[src/rtl/control_pkg.sv]
// Shared types and encodings for the multi-cycle instruction sequencer.
package control_pkg;

  typedef enum logic [2:0] {
    FETCH, DECODE, EXEC, MEM, WB, HALT, TRAP
  } state_t;

  // Opcodes as ints; the user casts to OPCODE_W, so OP_HALT (-1) becomes all-ones.
  localparam int OP_J    = 0;
  localparam int OP_R    = 1;
  localparam int OP_LW   = 2;
  localparam int OP_SW   = 3;
  localparam int OP_BR   = 4;
  localparam int OP_HALT = -1;

  localparam logic [1:0] ALU_ADD   = 2'b00;
  localparam logic [1:0] ALU_SUB   = 2'b01;
  localparam logic [1:0] ALU_FUNCT = 2'b10;
  localparam logic [1:0] ALU_PASS  = 2'b11;

endpackage

[src/rtl/multicycle_control_unit.sv]
// Multi-cycle control FSM: FETCH/DECODE/EXEC/MEM/WB with memory stall, halt,
// illegal-opcode trap and a retired-instruction counter.
module multicycle_control_unit
  import control_pkg::*;
#(
  parameter int OPCODE_W = 4,
  parameter int ALUOP_W  = 2,
  parameter int CNT_W    = 16
) (
  input  logic                clock,
  input  logic                reset_n,
  input  logic [OPCODE_W-1:0] opcode,
  input  logic                zero,
  input  logic                mem_ready,
  output logic                PCWrite,
  output logic                IRWrite,
  output logic                RegDst,
  output logic                ALUSrc,
  output logic                MemtoReg,
  output logic                RegWrite,
  output logic                MemRead,
  output logic                MemWrite,
  output logic                Branch,
  output logic                Jump,
  output logic [ALUOP_W-1:0]  ALUOp,
  output logic                illegal,
  output logic                instr_done,
  output logic [CNT_W-1:0]    retired
);

  localparam logic [OPCODE_W-1:0] C_J    = OPCODE_W'(OP_J);
  localparam logic [OPCODE_W-1:0] C_R    = OPCODE_W'(OP_R);
  localparam logic [OPCODE_W-1:0] C_LW   = OPCODE_W'(OP_LW);
  localparam logic [OPCODE_W-1:0] C_SW   = OPCODE_W'(OP_SW);
  localparam logic [OPCODE_W-1:0] C_BR   = OPCODE_W'(OP_BR);
  localparam logic [OPCODE_W-1:0] C_HALT = OPCODE_W'(OP_HALT);

  state_t              state;
  logic [OPCODE_W-1:0] opcode_q;
  logic                halt_ack;
  logic                legal;

  assign legal = (opcode == C_J) || (opcode == C_R) || (opcode == C_LW) ||
                 (opcode == C_SW) || (opcode == C_BR);

  always_ff @(posedge clock or negedge reset_n) begin
    if (!reset_n) begin
      state    <= FETCH;
      opcode_q <= '0;
      retired  <= '0;
      illegal  <= 1'b0;
      halt_ack <= 1'b0;
    end else begin
      if (instr_done) retired <= retired + CNT_W'(1);
      case (state)
        FETCH:  state <= DECODE;
        DECODE: begin
          opcode_q <= opcode;
          if (opcode == C_HALT) state <= HALT;
          else if (legal)       state <= EXEC;
          else begin
            state   <= TRAP;
            illegal <= 1'b1;
          end
        end
        EXEC: begin
          if (opcode_q == C_R)                          state <= WB;
          else if (opcode_q == C_LW || opcode_q == C_SW) state <= MEM;
          else                                           state <= FETCH;
        end
        MEM:  if (mem_ready) state <= (opcode_q == C_LW) ? WB : FETCH;
        WB:   state <= FETCH;
        HALT: halt_ack <= 1'b1;
        default: state <= state;
      endcase
    end
  end

  // Outputs are a Moore decode of state/opcode_q, gated off while reset is held.
  always_comb begin
    PCWrite    = 1'b0;
    IRWrite    = 1'b0;
    RegDst     = 1'b0;
    ALUSrc     = 1'b0;
    MemtoReg   = 1'b0;
    RegWrite   = 1'b0;
    MemRead    = 1'b0;
    MemWrite   = 1'b0;
    Branch     = 1'b0;
    Jump       = 1'b0;
    ALUOp      = '0;
    instr_done = 1'b0;
    if (reset_n) begin
      case (state)
        FETCH: begin
          IRWrite = 1'b1;
          PCWrite = 1'b1;
        end
        EXEC: begin
          if (opcode_q == C_J) begin
            Jump       = 1'b1;
            PCWrite    = 1'b1;
            ALUOp      = ALUOP_W'(ALU_PASS);
            instr_done = 1'b1;
          end else if (opcode_q == C_R) begin
            ALUOp = ALUOP_W'(ALU_FUNCT);
          end else if (opcode_q == C_LW || opcode_q == C_SW) begin
            ALUSrc = 1'b1;
            ALUOp  = ALUOP_W'(ALU_ADD);
          end else if (opcode_q == C_BR) begin
            Branch     = 1'b1;
            ALUOp      = ALUOP_W'(ALU_SUB);
            PCWrite    = zero;
            instr_done = 1'b1;
          end
        end
        MEM: begin
          ALUSrc = 1'b1;
          if (opcode_q == C_LW) MemRead = 1'b1;
          else begin
            MemWrite   = 1'b1;
            instr_done = mem_ready;
          end
        end
        WB: begin
          RegWrite   = 1'b1;
          RegDst     = (opcode_q == C_R);
          MemtoReg   = (opcode_q == C_LW);
          instr_done = 1'b1;
        end
        HALT:    instr_done = !halt_ack;
        default: ;
      endcase
    end
  end

endmodule

[config.mk]
export PLATFORM = sky130hd
export DESIGN_NAME = multicycle_control_unit
export DESIGN_NICKNAME = d
export VERILOG_FILES = /design/src/rtl/control_pkg.sv /design/src/rtl/multicycle_control_unit.sv
export SDC_FILE = /design/constraint.sdc
export NUM_CORES = 1
export LEC_CHECK = 0
export CAP_MARGIN = 20
export CORE_ASPECT_RATIO = 1.1
export CORE_MARGIN = 4
export CORE_UTILIZATION = 64
export CTS_CLUSTER_DIAMETER = 60
export DETAILED_ROUTE_END_ITERATION = 12
export DONT_BUFFER_PORTS = 1
export GPL_TIMING_DRIVEN = 0
export PLACE_DENSITY = 0.8
export SETUP_SLACK_MARGIN = 0.1
export SYNTH_ARGS = -nofsm -noshare
export SYNTH_HDL_FRONTEND = slang
export SYNTH_SLANG_ARGS = --single-unit
[constraint.sdc]
create_clock -name clock -period 5.55 [get_ports clock]
set_input_delay 1.665 -clock clock [delete_from_list [all_inputs] [get_ports clock]]
set_output_delay 1.665 -clock clock [all_outputs]
set_load 0.01 [all_outputs]
======== Word-level counts from Yosys, hierarchy flattened ========
Cells that the tools add are included.
cells by class
  reduce and logical (&&, ||, !) cells .... 12
  $add $sub $neg .......................... 1
  equality and inequality tests ........... 15
  multiplexer cells ....................... 51
  bitwise operators ....................... 2
operators by type and width
  operator                                                         count
  1-bit 2-to-1 mux                                                 37
  16-bit by 1-bit adder with 16-bit output, second input constant  1
  4-bit by 2-bit == test with 1-bit output, second input constant  4
  3-bit 2-to-1 mux                                                 5
  3-bit case mux with 5 select lines                               1
  2-bit 2-to-1 mux                                                 5
  4-bit by 1-bit == test with 1-bit output, second input constant  2
  4-bit by 3-bit == test with 1-bit output, second input constant  2
  4-bit logical NOT                                                2
  3-bit by 2-bit == test with 1-bit output, second input constant  2
  3-bit == test, second input constant                             2
  1-bit logical OR                                                 5
  5-bit nonzero test                                               1
  4-bit == test, second input constant                             1
  1-bit case mux with 2 select lines                               2
  1-bit case mux with 4 select lines                               1
  3-bit by 1-bit == test with 1-bit output, second input constant  1
  3-bit logical NOT                                                1
  3-bit AND reduction                                              1
  2-bit != test, second input constant                             1
  1-bit inverter                                                   2
  2-bit AND reduction                                              1
  1-bit logical NOT                                                1
storage, ports and cells
  output and inout bits ................... 30
  input port bits ......................... 8
  flip-flop bits (word level) ............. 25

======== Depth between registers and ports, before layout ========
Gate-level depths: netlist (run 1).
  depth after elaboration ................. 8
  mapped depth ............................ 7
  gate-level depth less buffers ........... 5

======== Worst setup path after synthesis (run 1) ========
No wires, ideal clock.
  kind .................................... input to output
  start ................................... in reset_n
  end ..................................... out ALUOp[1]
  stages .................................. 4
  buffers on the path ..................... 2
  required time ........................... 3.885 ns
  data arrival time ....................... 2.663 ns
  setup slack ............................. 1.222 ns
  cell sequence ........................... clkbuf_1 clkbuf_1 nand2_1 nor4_1
between the ends
  longest elaborated chain between the ends .. 1
RTL lines
  what                RTL line                       text
  start: declaration  multicycle_control_unit.sv:11  input logic reset_n,
  2-bit 2-to-1 mux    multicycle_control_unit.sv:93  if (reset_n) begin
  end: declaration    multicycle_control_unit.sv:25  output logic [ALUOP_W-1:0] ALUOp,
Every way passes these cells.

======== Final worst setup path (run 1) ========
Ends and elaborated chain as after synthesis.

==> results of run 1 <==
[power by group through the flow]
stage	Combinational, uW	Clock, uW	Sequential [uW]
finish	237	77.4	283
floorplan	196	0	274
global route	270	88.7	291
detailed placement	235	0	286
global placement	226	0	283
CTS	236	80.8	281
[logic make-up (layout without fill, tap and decap cells)]
| logic type | after synthesis | after routing | share of synthesized area, % |
|---|---|---|---|
| and+or+nand+nor | 53 | 53 | 21.4 |
| buffers and inverters | 14 | 18 | 4.97 |
| muxes | 4 | 4 | 3.19 |
| adders and majority gates | 1 | 1 | 0.887 |
| DFF | 25 | 25 | 44.4 |
| xor gates and xnor gates | 15 | 15 | 9.32 |
| AOI/OAI and AO/OA | 30 | 30 | 15.9 |
[area by class of cell]
type                            instances  area [um2]  share of cell area [%]
Buffer                                  8        47.5                    3.23
Clock buffer                            4        26.3                    1.79
Inverter                                6        22.5                    1.53
Multi-Input combinational cell        103         714                    48.6
Sequential cell                        25         626                    42.5
Tap cell                               28        35.0                    2.38
[synth_stat cells]
cell                        count  share of area (%)
sky130_fd_sc_hd__o21ai_2        1               0.62
sky130_fd_sc_hd__nor3_1         3                1.1
sky130_fd_sc_hd__and3b_1        1               0.62
sky130_fd_sc_hd__a31oi_1        1               0.44
sky130_fd_sc_hd__nand2b_1       1               0.44
sky130_fd_sc_hd__and2_1         3                1.3
sky130_fd_sc_hd__buf_2          2               0.71
sky130_fd_sc_hd__ha_1           1               0.89
sky130_fd_sc_hd__a21oi_1        4                1.4
sky130_fd_sc_hd__o21ai_0        2               0.71
sky130_fd_sc_hd__nand4_1        2               0.89
sky130_fd_sc_hd__o21bai_1       2                1.1
sky130_fd_sc_hd__and4_1         1               0.62
sky130_fd_sc_hd__dfrtp_1       25                 44
sky130_fd_sc_hd__a22o_1         1               0.62
sky130_fd_sc_hd__nand3_1        7                2.5
sky130_fd_sc_hd__xnor2_1       15                9.3
sky130_fd_sc_hd__o21ai_1        5                1.8
sky130_fd_sc_hd__clkbuf_1       4                1.1
sky130_fd_sc_hd__a21o_1         1               0.53
sky130_fd_sc_hd__inv_1          5                1.3
sky130_fd_sc_hd__a22oi_1        1               0.53
sky130_fd_sc_hd__nand2_1        9                2.4
sky130_fd_sc_hd__nor2_1         9                2.4
sky130_fd_sc_hd__buf_6          2                1.6
sky130_fd_sc_hd__or3_1          1               0.44
sky130_fd_sc_hd__and3_1         5                2.2
sky130_fd_sc_hd__o21a_1         1               0.53
sky130_fd_sc_hd__nand4b_1       1               0.62
sky130_fd_sc_hd__or4b_4         1               0.98
sky130_fd_sc_hd__o2111ai_1      8                5.0
sky130_fd_sc_hd__o211ai_2       3                2.7
sky130_fd_sc_hd__inv_2          1               0.27
sky130_fd_sc_hd__nor3b_1        1               0.53
sky130_fd_sc_hd__mux2_1         4                3.2
sky130_fd_sc_hd__nor2b_1        3                1.3
sky130_fd_sc_hd__nor3b_2        1               0.89
sky130_fd_sc_hd__and3_4         1               0.80
sky130_fd_sc_hd__nor4_1         3                1.3
[registers in the layout, indices dropped and copies added, names as in the netlist]
name      cells
halt_ack      1
illegal       1
opcode_q      4
retired      16
state         3
[worst max-delay path by stage]
stage | start | endpoint | slack [ns] | depth (start not counted)
CTS | reset_n | ALUOp[1] | 0.86 | 4
detailed placement | reset_n | ALUOp[1] | 0.87 | 4
floorplan | reset_n | ALUOp[1] | 1.22 | 4
global placement | reset_n | ALUOp[1] | 0.95 | 4
finish | reset_n | ALUOp[1] | 0.87 | 4
global route | reset_n | ALUOp[1] | 0.74 | 4
[per-stage QoR]
stage | instance area, um2 | power, uW | instances | hold slack, ns
4_1_cts | 1470 | 598 | 174 | 0.493
3_5_place_dp | 1450 | 521 | 170 | 0.456
3_3_place_gp | 1450 | 509 | 170 | 0.440
5_1_grt | 1470 | 650 | 174 | 0.529
2_1_floorplan | 1410 | 470 | 142 | 0.428
6_report | 1470 | 597 | 174 | 0.495
[layer usage]
metal / share of wire [%] / wire (um)
met1: 41 / 1160
met4: 0.93 / 26
met3: 6.2 / 174
met5: 0 / 0
met2: 52 / 1450
==> PnR_summary.wiki, run 1 <==
{| class="wikitable"
! Metric !! Value
|-
| Final RePlAce weighted congestion || 0.809
|-
| Switching power share of the total || 41.9%
|-
| Final Routed Wirelength || 2.81 mm
|-
| Antenna violations before repair || 0
|-
| Ordered list of cells on the worst path || clkbuf_1, clkbuf_1, nand2_1, nor4_1
|-
| Synthesized instance count || 142
|-
| Overall routing resource usage || 21.1%
|-
| Maximum frequency from static timing analysis || 214 MHz
|-
| Placement Setup Slack || 0.871 ns
|-
| I/O Buffers || 0
|-
| Ratio of cells with drive above 1 in the final layout || 10.3%
|-
| Startpoint class of the critical path || primary input
|-
| Syn Nets || 151
|-
| Met3 track demand over resource in global routing || 4.96%
|-
| Delay of the slowest cell on the worst path || 0.46 ns
|-
| Leading cell type in the layout, fill and taps excluded || sky130_fd_sc_hd__dfrtp_1
|-
| DRC marker count from the first detailed-route iteration || 17
|-
| Critical register-to-register path startpoint || state[0]
|-
| Via-per-instance ratio || 6.23
|-
| Register area share after synthesis || 44.4%
|-
| Crit path max-delay family || buffers and inverters
|-
| DR pass1 iterations || 5
|-
| Number of setup buffers added after CTS || 0
|-
| Inserted Diodes || 0
|-
| Final worst slack || 0.875 ns
|-
| Total core area || 0.00204 mm2
|-
| Number of global-route vias before repair || 1100
|-
| Root Buffer Master || sky130_fd_sc_hd__clkbuf_4
|-
| Net load switching power || 251 uW
|-
| Routed Antenna Nets || 0
|-
| Finish-stage setup viols || 0
|-
| Final #Nets || 156
|-
| Final critical path time including I/O delays and setup || 4.68 ns
|-
| Hold Path Depth || 1
|-
| Post-Synthesis Mean Instance Area || 9.93 um2
|-
| Largest net degree at the start of global routing || 27
|-
| Clock Path Buffers || 2
|-
| Clock latency reported for the late side of the worst-skew pair || 0.31 ns
|-
| Detailed placement HPWL || 2.14 mm
|-
| # hold bufs at CTS || 0
|-
| DIE HEIGHT || 57.2 um
|-
| Crit Path Class || primary input to output pin
|-
| Total I/O pin count || 38
|-
| Distinct cell type count of the synthesized netlist || 39
|-
| Largest fanout on the critical path || 26
|-
| CTS H-Tree Depth || 1
|-
| FILL cells || 160
|-
| Final Max Tran Viols || 0
|-
| Origin of the worst min-delay path || halt_ack
|-
| Number of rows created at floorplan || 17
|-
| CTS-repair resized insts || 0
|-
| Status || finished, final reports clean
|-
| End point of the worst hold path || halt_ack
|-
| Endpoint of the lowest-slack register-to-register path || retired[13]
|-
| Accumulated negative setup slack || 0 ns
|-
| TritonCTS clock tree || built
|-
| Vias || 1084
|-
| Clock edge transition at the registers on the reported setup and hold paths || 0.13 ns
|-
| Grt met1 use || 26.5%
|-
| Clock network power share || 13.0%
|-
| P per Cell Area || 406 mW/mm2
|-
| IR Drop Worst-Case VDD || 0.275 mV
|-
| Worst endpoint data arrival time || 3.01 ns
|-
| Kind of end point of the critical path || output pin
|-
| CP bufs+invs || 2
|-
| Wire length of the first global-routing pass || 4.93 mm
|-
| Layout area overhead || 4.35%
|-
| Clk_skew || 0.0130 ns
|-
| Worst setup slack for register-to-register paths || 3.52 ns
|-
| Top library cells by usage in the layout, fill and taps aside || 25 x sky130_fd_sc_hd__dfrtp_1, 15 x sky130_fd_sc_hd__xnor2_1, 9 x sky130_fd_sc_hd__nand2_1, 9 x sky130_fd_sc_hd__nor2_1, 8 x sky130_fd_sc_hd__o2111ai_1
|-
| Detailed-route DRC error count || 0
|-
| Most heavily used metal layer in global routing || met2
|-
| Total grt overflow || 0
|-
| Effective utilization at floorplan || 69.1%
|-
| Cell seen most often among critical-path stages || sky130_fd_sc_hd__clkbuf_1
|-
| Max-cap violations || 0
|-
| Clock buffers created by TritonCTS || 3
|-
| Reg power frac || 47.3%
|-
| CTS sink count || 25
|-
| Yosys warning total || 0
|-
| Required @ worst endpoint || 3.88 ns
|-
| DR WL/cell || 16.1 um
|-
| Die extent in x || 52.8 um
|-
| Worst slew margin || 52.9%
|-
| Internal power || 347 uW
|-
| Share of the cycle needed by the critical path after routing || 84.2%
|-
| LEAKAGE || 0.000612 uW
|-
| Hold Violations, Final || 0
|-
| End-of-flow core utilization || 72.1%
|-
| Gate power share || 39.7%
|-
| #FFs+latches synth || 25
|-
| Global Route met2 Usage || 35.3%
|-
| Slowest-stage cell, CP || sky130_fd_sc_hd__clkbuf_1
|-
| Measured slew at the worst slew-check pin || 0.705 ns
|-
| Total standard cell area after synthesis || 0.00141 mm2
|-
| Area of the die || 0.00302 mm2
|-
| Unrepaired setup endpoints after global routing || false
|-
| Count of cells along the worst register-to-register path || 6
|-
| Path class of the lowest-slack min-delay path || flip-flop to flip-flop
|}
Power figures use the tool's default switching activity.
==> inputs of run 2 (changes only) <==
CORE_UTILIZATION = 55   (was 64)
PLACE_DENSITY = 0.73   (was 0.8)
clock period = 4 ns   (was 5.55 ns; I/O delays follow)
==> PnR_summary.wiki, run 2 (synthesis gave the netlist of run 1 again) <==
{| class="wikitable"
! Metric !! Value
|-
| I/O Buffers || 0 (unchanged)
|-
| Largest net degree at the start of global routing || 27 (unchanged)
|-
| Die extent in x || 56.3 um (was 52.8 um)
|-
| Path class of the lowest-slack min-delay path || flip-flop to flip-flop (unchanged)
|-
| DIE HEIGHT || 61.1 um (was 57.2 um)
|-
| DR WL/cell || 16.6 um (was 16.1 um)
|-
| Startpoint class of the critical path || primary input (unchanged)
|-
| Maximum frequency from static timing analysis || 270 MHz
|-
| DRC marker count from the first detailed-route iteration || 25 (was 17)
|-
| Clock Path Buffers || 2 (unchanged)
|-
| Largest reg by FF count || retired (unchanged)
|-
| Critical path startpoint || reset_n (unchanged)
|-
| Worst endpoint data arrival time || 2.51 ns (was 3.01 ns)
|-
| Clk_skew || 0.00122 ns (was 0.0130 ns)
|-
| Number of flip-flops in the largest register || 16 (unchanged)
|-
| Clock buffers created by TritonCTS || 3 (unchanged)
|-
| CTS-repair resized insts || 0 (unchanged)
|-
| Number of rows created at floorplan || 18 (was 17)
|-
| Measured slew at the worst slew-check pin || 0.694 ns (was 0.705 ns)
|-
| Clock latency reported for the late side of the worst-skew pair || 0.30 ns (was 0.31 ns)
|-
| Regs by FF count || retired (16), opcode_q (4), state (3) (unchanged)
|-
| Status || finished, final reports clean (unchanged)
|-
| TritonCTS clock tree || built (unchanged)
|-
| CTS H-Tree Depth || 1 (unchanged)
|-
| Max-cap violations || 0 (unchanged)
|-
| Kind of end point of the critical path || output pin (unchanged)
|-
| Accumulated negative setup slack || 0 ns (unchanged)
|-
| Hold slack || 0.475 ns (was 0.495 ns)
|-
| P per Cell Area || 564 mW/mm2 (was 406 mW/mm2)
|-
| Number of setup buffers added after CTS || 0 (unchanged)
|-
| Layout area overhead || 4.53% (was 4.35%)
|-
| Slowest-stage cell, CP || sky130_fd_sc_hd__nor4_1 (was sky130_fd_sc_hd__clkbuf_1)
|-
| End-of-flow core utilization || 62.9% (was 72.1%)
|-
| Post-Layout Inst Area || 0.00147 mm2 (about the same)
|-
| Top library cells by usage in the layout, fill and taps aside || 25 x sky130_fd_sc_hd__dfrtp_1, 15 x sky130_fd_sc_hd__xnor2_1, 9 x sky130_fd_sc_hd__nand2_1, 9 x sky130_fd_sc_hd__nor2_1, 8 x sky130_fd_sc_hd__o2111ai_1 (unchanged)
|-
| Detailed placement HPWL || 2.21 mm (was 2.14 mm)
|-
| Count of cells along the worst register-to-register path || 6 (unchanged)
|-
| Critical register-to-register path startpoint || state[0] (unchanged)
|-
| Via-per-instance ratio || 6.13 (was 6.23)
|-
| Final RePlAce weighted congestion || 0.837 (was 0.809)
|-
| Hold Violations, Final || 0 (unchanged)
|-
| Unrepaired setup endpoints after global routing || false (unchanged)
|-
| Endpoint of the lowest-slack register-to-register path || retired[11] (was retired[13])
|-
| CTS sink count || 25 (unchanged)
|-
| Capture point of the critical path || ALUOp[1] (unchanged)
|-
| Effective utilization at floorplan || 60.2% (was 69.1%)
|-
| Required @ worst endpoint || 2.80 ns (was 3.88 ns)
|-
| Overall routing resource usage || 18.7% (was 21.1%)
|-
| Crit path max-delay family || buffers and inverters (unchanged)
|-
| Largest fanout on the critical path || 26 (unchanged)
|-
| Ratio of cells with drive above 1 in the final layout || 10.3% (unchanged)
|-
| Leading cell type in the layout, fill and taps excluded || sky130_fd_sc_hd__dfrtp_1 (unchanged)
|-
| Antenna violations before repair || 0 (unchanged)
|-
| Delay of the slowest cell on the worst path || 0.46 ns (about the same)
|-
| Routed Antenna Nets || 0 (unchanged)
|-
| Inserted Diodes || 0 (unchanged)
|-
| Worst slew margin || 53.7% (was 52.9%)
|-
| Placed Area || 0.00145 mm2 (about the same)
|-
| Number of logic stages on the critical path including buffering || 4 (unchanged)
|-
| Vias || 1079 (was 1084)
|-
| Number of global-route vias before repair || 1044 (was 1100)
|-
| Finish-stage setup viols || 0 (unchanged)
|-
| Crit Path Class || primary input to output pin (unchanged)
|-
| Final #Nets || 156 (unchanged)
|-
| IR Drop Worst-Case VDD || 0.385 mV (was 0.275 mV)
|-
| DR pass1 iterations || 4 (was 5)
|-
| # hold bufs at CTS || 0 (unchanged)
|-
| Total core area || 0.00234 mm2 (was 0.00204 mm2)
|-
| CP bufs+invs || 2 (unchanged)
|-
| Detailed-route DRC error count || 0 (unchanged)
|-
| Ordered list of cells on the worst path || clkbuf_1, clkbuf_1, nand2_1, nor4_1 (unchanged)
|-
| Share of the cycle needed by the critical path after routing || 92.7%
|-
| Cell seen most often among critical-path stages || sky130_fd_sc_hd__clkbuf_1 (unchanged)
|-
| Root Buffer Master || sky130_fd_sc_hd__clkbuf_4 (unchanged)
|-
| Worst setup slack for register-to-register paths || 1.97 ns (was 3.52 ns)
|-
| Total I/O pin count || 38 (unchanged)
|-
| Area of the die || 0.00344 mm2 (was 0.00302 mm2)
|-
| LEAKAGE || 0.000612 uW (unchanged)
|-
| Total grt overflow || 0 (unchanged)
|-
| Wire length of the first global-routing pass || 5.01 mm (was 4.93 mm)
|-
| Final critical path time including I/O delays and setup || 3.71 ns
|-
| Final Max Tran Viols || 0 (unchanged)
|-
| Design Power || 831 uW (was 597 uW)
|-
| Final Routed Wirelength || 2.91 mm (was 2.81 mm)
|-
| Clock edge transition at the registers on the reported setup and hold paths || 0.13 ns (about the same)
|}
run 2: cell counts in the layout (fill, tap and decap cells not counted):
No cell type changed its count.
run 2: area by class of cell:
class	instances	area, um2
Multi-Input combinational cell	103	714
Clock buffer	4	26.3
Fill cell	205	868
Inverter	6	22.5
Tap cell	30	37.5
Buffer	8	47.5
Sequential cell	25	626
run 2: metal layers:
layer	vias to the layer above	share of wire, %	global-route usage (%)
met2	41	51	33.6
met1	511	40	20.9
li1	523	-	-
met5	-	0	0
met3	4	7.7	5.66
met4	0	1.2	8.47
run 2: power breakdown:
| group | switching (uW) | internal, uW | leakage (uW) |
|---|---|---|---|
| logic | 200 | 128 | 0.000280 |
| clock network | 69.1 | 38.9 | 0.0000150 |
| registers | 81.4 | 314 | 0.000317 |
run 2: worst min path at each step:
| stage | startpoint | to | slack [ns] | cells after the start |
|---|---|---|---|---|
| finish | halt_ack | halt_ack | 0.47 | 1 |
| global route | halt_ack | halt_ack | 0.50 | 1 |
| CTS | halt_ack | halt_ack | 0.48 | 1 |
| detailed placement | halt_ack | halt_ack | 0.45 | 1 |
| global placement | halt_ack | halt_ack | 0.45 | 1 |
| floorplan | halt_ack | halt_ack | 0.43 | 1 |
run 2: stage by stage:
stage | cells | worst slack [ns]
after floorplan | 142 | 0.602
after global placement | 172 | 0.304
after detailed placement | 172 | 0.294
after CTS | 176 | 0.298
after global routing | 176 | 0.125
final | 176 | 0.294
==> inputs of run 3 (changes only) <==
SLEW_MARGIN = 20   (was unset)
==> results of run 3 <==
No change in the layout: final DEF, timing and power equal those of run 2.
